==> src/rtl/ecc_enc_arbiter_if.sv <==
// Handshake bundle for ecc_enc_arbiter: two 64-bit requesters (A, B) on the
// input side, one Hamming-encoded word on the output side, plus per-source
// accepted-word counters.
interface ecc_enc_arbiter_if #(
    parameter int CNT_W = 16
);
    logic             a_valid;
    logic [63:0]      a_data;
    logic             a_ready;
    logic             b_valid;
    logic [63:0]      b_data;
    logic             b_ready;
    logic             out_valid;
    logic             out_ready;
    logic [63:0]      out_data;
    logic [6:0]       out_check;
    logic             out_src;
    logic [CNT_W-1:0] a_count;
    logic [CNT_W-1:0] b_count;

    // Arbiter side.
    modport slave (
        input  a_valid, a_data, b_valid, b_data, out_ready,
        output a_ready, b_ready, out_valid, out_data, out_check, out_src,
               a_count, b_count
    );

    // Requester/consumer side.
    modport master (
        output a_valid, a_data, b_valid, b_data, out_ready,
        input  a_ready, b_ready, out_valid, out_data, out_check, out_src,
               a_count, b_count
    );
endinterface

==> src/rtl/ecc_enc_arbiter.sv <==
// Two-source round-robin arbiter feeding one shared Hamming check-bit encoder.
// The granted word and its 7 check bits are captured in a single output
// register; a grant may drain and reload that register in the same cycle,
// so back-to-back traffic flows with no bubble.
module ecc_enc_arbiter #(
    parameter int CNT_W = 16
) (
    input  logic                clock,
    input  logic                resetn,
    ecc_enc_arbiter_if.slave    io_bus
);

    typedef enum logic {
        EMPTY = 1'b0,
        FULL  = 1'b1
    } state_t;

    state_t           r_state;
    logic             r_prio_b;     // 1: B wins a tie next time
    logic [63:0]      r_data;
    logic [6:0]       r_check;
    logic             r_src;
    logic [CNT_W-1:0] r_a_cnt;
    logic [CNT_W-1:0] r_b_cnt;

    logic             w_accept_en;
    logic             w_sel_b;
    logic             w_grant_a;
    logic             w_grant_b;
    logic             w_grant;
    logic [63:0]      w_data;
    logic [6:0]       w_check;

    // Check bits: data bits fill the non-power-of-two codeword positions
    // 3,5,6,7,9,...,71 in order; every set data bit contributes its position
    // number, so check[k] collects all data bits whose position has bit k set.
    function automatic logic [6:0] f_encode(input logic [63:0] d);
        logic [6:0] chk;
        logic [6:0] pos;
        logic [5:0] di;
        chk = '0;
        di  = '0;
        for (int p = 1; p < 72; p++) begin
            pos = 7'(p);
            if ((pos & (pos - 7'd1)) != 7'd0) begin
                chk = chk ^ (pos & {7{d[di]}});
                di  = di + 6'd1;
            end
        end
        return chk;
    endfunction

    // Arbitration: pick at most one source, ready is the pick gated by accept_en.
    always_comb begin
        // NOTE: every always_comb output gets a value on every path (here, by
        // assigning all of them unconditionally) so no latch is inferred.
        w_accept_en = resetn && ((r_state == EMPTY) || io_bus.out_ready);
        w_sel_b     = io_bus.b_valid && (!io_bus.a_valid || r_prio_b);
        w_grant_a   = w_accept_en && !w_sel_b && io_bus.a_valid;
        w_grant_b   = w_accept_en &&  w_sel_b;
        w_grant     = w_grant_a || w_grant_b;
    end

    assign w_data = w_sel_b ? io_bus.b_data : io_bus.a_data;

    // Shared encoder for whichever source is selected this cycle.
    always_comb begin
        w_check = f_encode(w_data);
    end

    // Output register FSM, priority pointer and per-source counters.
    always_ff @(posedge clock or negedge resetn) begin
        // NOTE: sequential state uses non-blocking (<=) so every register
        // samples pre-edge values regardless of statement order.
        if (!resetn) begin
            // NOTE: the output data register is reset too, because a held
            // codeword must never reappear after reset.
            r_state  <= EMPTY;
            r_prio_b <= 1'b0;
            r_data   <= '0;
            r_check  <= '0;
            r_src    <= 1'b0;
            r_a_cnt  <= '0;
            r_b_cnt  <= '0;
        end else begin
            if (w_grant) begin
                r_data   <= w_data;
                r_check  <= w_check;
                r_src    <= w_grant_b;
                r_prio_b <= w_grant_a;
                r_state  <= FULL;
            end else if ((r_state == FULL) && io_bus.out_ready) begin
                r_state  <= EMPTY;
            end

            if (w_grant_a) begin
                r_a_cnt <= r_a_cnt + CNT_W'(1);
            end
            if (w_grant_b) begin
                r_b_cnt <= r_b_cnt + CNT_W'(1);
            end
        end
    end

    assign io_bus.a_ready   = w_accept_en && !w_sel_b;
    assign io_bus.b_ready   = w_accept_en &&  w_sel_b;
    assign io_bus.out_valid = (r_state == FULL);
    assign io_bus.out_data  = r_data;
    assign io_bus.out_check = r_check;
    assign io_bus.out_src   = r_src;
    assign io_bus.a_count   = r_a_cnt;
    assign io_bus.b_count   = r_b_cnt;

endmodule

==> src/flat_wrapper.sv <==
// flat-port wrapper written by rule: the top's interface ports become plain ports
module ecc_enc_arbiter_flat 
#(
    parameter int CNT_W = 16
)
  (clock, resetn, io_bus_a_valid, io_bus_a_data, io_bus_b_valid, io_bus_b_data, io_bus_out_ready, io_bus_a_ready, io_bus_b_ready, io_bus_out_valid, io_bus_out_data, io_bus_out_check, io_bus_out_src, io_bus_a_count, io_bus_b_count);
  ecc_enc_arbiter_if #(.CNT_W(CNT_W)) io_bus_i ();
  input  logic clock;
  input  logic resetn;
  input wire logic [$bits(io_bus_i.a_valid)-1:0] io_bus_a_valid;
  input wire logic [$bits(io_bus_i.a_data)-1:0] io_bus_a_data;
  input wire logic [$bits(io_bus_i.b_valid)-1:0] io_bus_b_valid;
  input wire logic [$bits(io_bus_i.b_data)-1:0] io_bus_b_data;
  input wire logic [$bits(io_bus_i.out_ready)-1:0] io_bus_out_ready;
  output wire logic [$bits(io_bus_i.a_ready)-1:0] io_bus_a_ready;
  output wire logic [$bits(io_bus_i.b_ready)-1:0] io_bus_b_ready;
  output wire logic [$bits(io_bus_i.out_valid)-1:0] io_bus_out_valid;
  output wire logic [$bits(io_bus_i.out_data)-1:0] io_bus_out_data;
  output wire logic [$bits(io_bus_i.out_check)-1:0] io_bus_out_check;
  output wire logic [$bits(io_bus_i.out_src)-1:0] io_bus_out_src;
  output wire logic [$bits(io_bus_i.a_count)-1:0] io_bus_a_count;
  output wire logic [$bits(io_bus_i.b_count)-1:0] io_bus_b_count;
  assign io_bus_i.a_valid = io_bus_a_valid;
  assign io_bus_i.a_data = io_bus_a_data;
  assign io_bus_i.b_valid = io_bus_b_valid;
  assign io_bus_i.b_data = io_bus_b_data;
  assign io_bus_i.out_ready = io_bus_out_ready;
  assign io_bus_a_ready = io_bus_i.a_ready;
  assign io_bus_b_ready = io_bus_i.b_ready;
  assign io_bus_out_valid = io_bus_i.out_valid;
  assign io_bus_out_data = io_bus_i.out_data;
  assign io_bus_out_check = io_bus_i.out_check;
  assign io_bus_out_src = io_bus_i.out_src;
  assign io_bus_a_count = io_bus_i.a_count;
  assign io_bus_b_count = io_bus_i.b_count;
  ecc_enc_arbiter #(.CNT_W(CNT_W)) u_core (.clock(clock), .resetn(resetn), .io_bus(io_bus_i));
endmodule
==> config.mk <==
export PLATFORM = sky130hd
export DESIGN_NAME = ecc_enc_arbiter_flat
export DESIGN_NICKNAME = d
export VERILOG_FILES = /design/src/rtl/ecc_enc_arbiter_if.sv /design/src/rtl/ecc_enc_arbiter.sv /design/src/flat_wrapper.sv
export SDC_FILE = /design/constraint.sdc
export NUM_CORES = 1
export LEC_CHECK = 0
export BUFFER_PORTS_ARGS = -buffer_cell sky130_fd_sc_hd__buf_2
export CORE_MARGIN = 5
export CORE_UTILIZATION = 30
export CTS_CLUSTER_DIAMETER = 120
export CTS_CLUSTER_SIZE = 40
export DETAILED_ROUTE_END_ITERATION = 8
export SLEW_MARGIN = 30
export SYNTH_ARGS = -nofsm -noshare
export SYNTH_HDL_FRONTEND = slang
export SYNTH_SLANG_ARGS = --single-unit
==> constraint.sdc <==
create_clock -name clock -period 2.33 [get_ports clock]
set_clock_uncertainty 0.05 [all_clocks]
set_input_delay 0.1165 -clock clock [delete_from_list [all_inputs] [get_ports clock]]
set_output_delay 0.1165 -clock clock [all_outputs]
set_load 0.005 [all_outputs]
==> out/results.txt <==
most frequent cells in the layout: buf_2, xnor2_1, dfrtp_1
Worst Path Buf+Inv: 0
CTS root buffer: clkbuf_16
EDFF count, synth: 0
final hold viol count: 0
HP Class: in2reg
Syn-to-layout area delta: 28.3%
DRT Wirelength: 23,000 µm
syn_area_per_cell: 10.8 µm²
Detail Route Antenna Nets: 0
Vias/cell: 4.47
Final period util: 95.8%
post-synthesis compound-gate area fraction: 5.70%
Netlist cell types: 31
Int Power: 4810 µW
share of total power in the clock network: 19.6%
die height: 163 µm
Synth async-reset ratio: 100%
met2 GRT Util: 27.0%
Post-DP Area: 0.00862 mm²
number of remaining DRC errors: 0
Synth top area share: 38.0%
critical path type: reg2reg
synthesis warning total: 0
crit path DAT: 2.41 ns
largest family of logic cells by synthesized area: XOR/XNOR gates
WL/cell: 18.8 µm
Top Usage Layer GRT: met2
Fin Setup TNS: 0 ns
CP delay by family, top: XOR/XNOR gates
total power draw: 7460 µW
vias in the first global route: 5,621
GRT Residual Overflow: 0
synth top area cells: dfrtp_1, xnor2_1, mux2i_1
CTS H-tree lvls: 3
area of the core: 0.0228 mm²
design area: 0.00896 mm²
PwrDens: 833 mW/mm²
CP max stage delay: 0.50 ns
sequential-to-total area share from yosys stat: 38.0%
Worst path slowest cell: xnor3_2
switching power: 2650 µW
first-pass GRT wire length: 34,300 µm
Lkg Pwr: 0.00459 µW
status: completed
GR Util met3: 4.18%
die width: 163 µm
CTS buffer count: 9
CTS Buffer Depth: 2
pin count of the biggest net entering global routing: 72
Detailed Route Iter0 Violations: 270
Slew Limit Fails: 0
Die ar.: 0.0264 mm²
Synth area leader: dfrtp_1
Sink Count: 106
Max-cap violations: 0
layout cell share with drive strength beyond 1: 32.0%
syn_nets: 784
Syn Std Cell Area: 0.00698 mm²
gpl congestion: 0.816
Hold WS: 0.0270 ns
HPWL Detailed: 19,000 µm
initial antenna violation count: 4
Worst Path Max Fanout: 14
Synth Register Bits: 106
Worst Tran Pin Value: 0.821 ns
IO Port Bufs: 239
nets: 1,035
Setup-failing EPs final: 0
M1 GR Usage: 23.4%
clk slew on worst S/H paths: 0.07 ns
# IOs: 240
switching share of power: 35.5%
Critical Path RT: 2.51 ns
Post-Synth Simple-Gate Area: 7.74%
row count: 55
Peak Freq: 448 MHz
Worst slew margin: 45.3%
worst-path cell chain: nand2b_1 > nand2_4 > mux2i_2 > xnor3_2 > xor2_1 > xnor2_1 > o21ai_1
post-layout min period: 2.23 ns
starting density of the core: 30.7%
Pre-Repair DR Iteration Count: 4
Gate Count Post-Synth: 649
fin util: 39.3%
RSZ-0062 raised after global routing: no
XOR/XNOR Fraction of Synth Area: 33.6%
Critical Path Source Type: flop
via count of the routed design: 5,463
Reg power frac: 36.5%
Comb pwr share: 43.9%
adder-cell share of the synthesized area: 0.358%
Total Routing Usage GR: 17.2%
CTS tree: done
CP Capture Type: flop
mux cell area share after synthesis: 12.5%
Clock Latency Late Sink: 0.34 ns
Max IR drop VDD: 0.000279 V
ys flop type: dfrtp_1
commonest non-fill, non-tap cell in the layout: buf_2
[cell usage after synthesis (3+ instances only)]
cell / instances
mux2i_1: 81
o21ai_1: 4
nand3_1: 7
buf_2: 5
dfrtp_1: 106
clkbuf_1: 15
mux2_2: 3
nor2_1: 15
a21oi_1: 3
nand2_1: 88
xnor2_1: 154
inv_1: 4
nand4_1: 6
and3_1: 5
buf_4: 4
xor2_1: 37
o21ai_0: 67
xnor3_1: 29
[registers in the layout (all words and copies together), names as in the netlist]
signal and cells:
u_core.io_bus.out_data 64, u_core.io_bus.a_count 16, u_core.io_bus.b_count 16, u_core.io_bus.out_check 7, u_core.io_bus.out_src 1, u_core.io_bus.out_valid 1
u_core.r_prio_b 1
[layout make-up]
cell class,instances,area [µm²]
Antenna cell,3,7.51
Clock buffer,13,250
Clock inverter,3,15.0
Fill cell,2311,13800
Inverter,4,15.0
Multi-Input combinational cell,514,4200
Sequential cell,106,2650
Tap cell,313,392
Timing Repair Buffer,265,1420
[worst paths after layout]
check,slack (ns),depth (start not counted),startpoint,to
setup reg to reg,0.1,7,u_core.r_prio_b,u_core.io_bus.out_check[0]
max in group asynchronous,1.15,3,resetn,u_core.io_bus.out_data[8]
min in group asynchronous,0.08,2,resetn,u_core.io_bus.b_count[11]
setup / recovery,0.1,7,u_core.r_prio_b,u_core.io_bus.out_check[0]
hold / removal,0.03,3,io_bus_out_ready,u_core.io_bus.out_valid
hold reg to reg,0.41,1,u_core.io_bus.a_count[15],u_core.io_bus.a_count[15]
[power by group through the flow]
stage	Combinational (µW)	Sequential, µW	Clock, µW
2_1_floorplan	1930	2750	0
3_3_place_gp	3270	2740	0
3_5_place_dp	3310	2750	0
4_1_cts	3320	2720	1510
5_1_grt	3590	2800	1590
6_report	3270	2720	1460
[layer usage]
metal  routed length (µm)  vias up
met1                10400     2578
met2                10500      191
li1                     -     2669
met4                  459        2
met3                 1600       23
met5                   13        -
[kinds of logic after synthesis]
logic type | count (synthesis)
xor gates and xnor gates | 221
muxes | 86
adders and majority gates | 2
buffers and inverters | 29
and+or+nand+nor | 129
AOI/OAI and AO/OA | 76
DFF | 106
[through the flow]
step	setup WS [ns]	cells
after floorplan	0.310	649
after global placement	0.0870	1195
after detailed placement	0.0197	1195
after CTS	0.0182	1212
after global routing	0.0174	1221
final	0.0979	1221
[timing repair]
item	CTS	global route
hold endpoints to repair	51	0
endpoints found under the setup margin	0	7
hold buffers	1	0
setup buffers	0	6
gates resized for setup	0	3
[worst min-delay path, delay by kind of cell]
family	cells	cell delay, ns
AND/OR/NAND/NOR	2	0.19
buffers and inverters	1	0.07
Power figures use the tool's default switching activity.
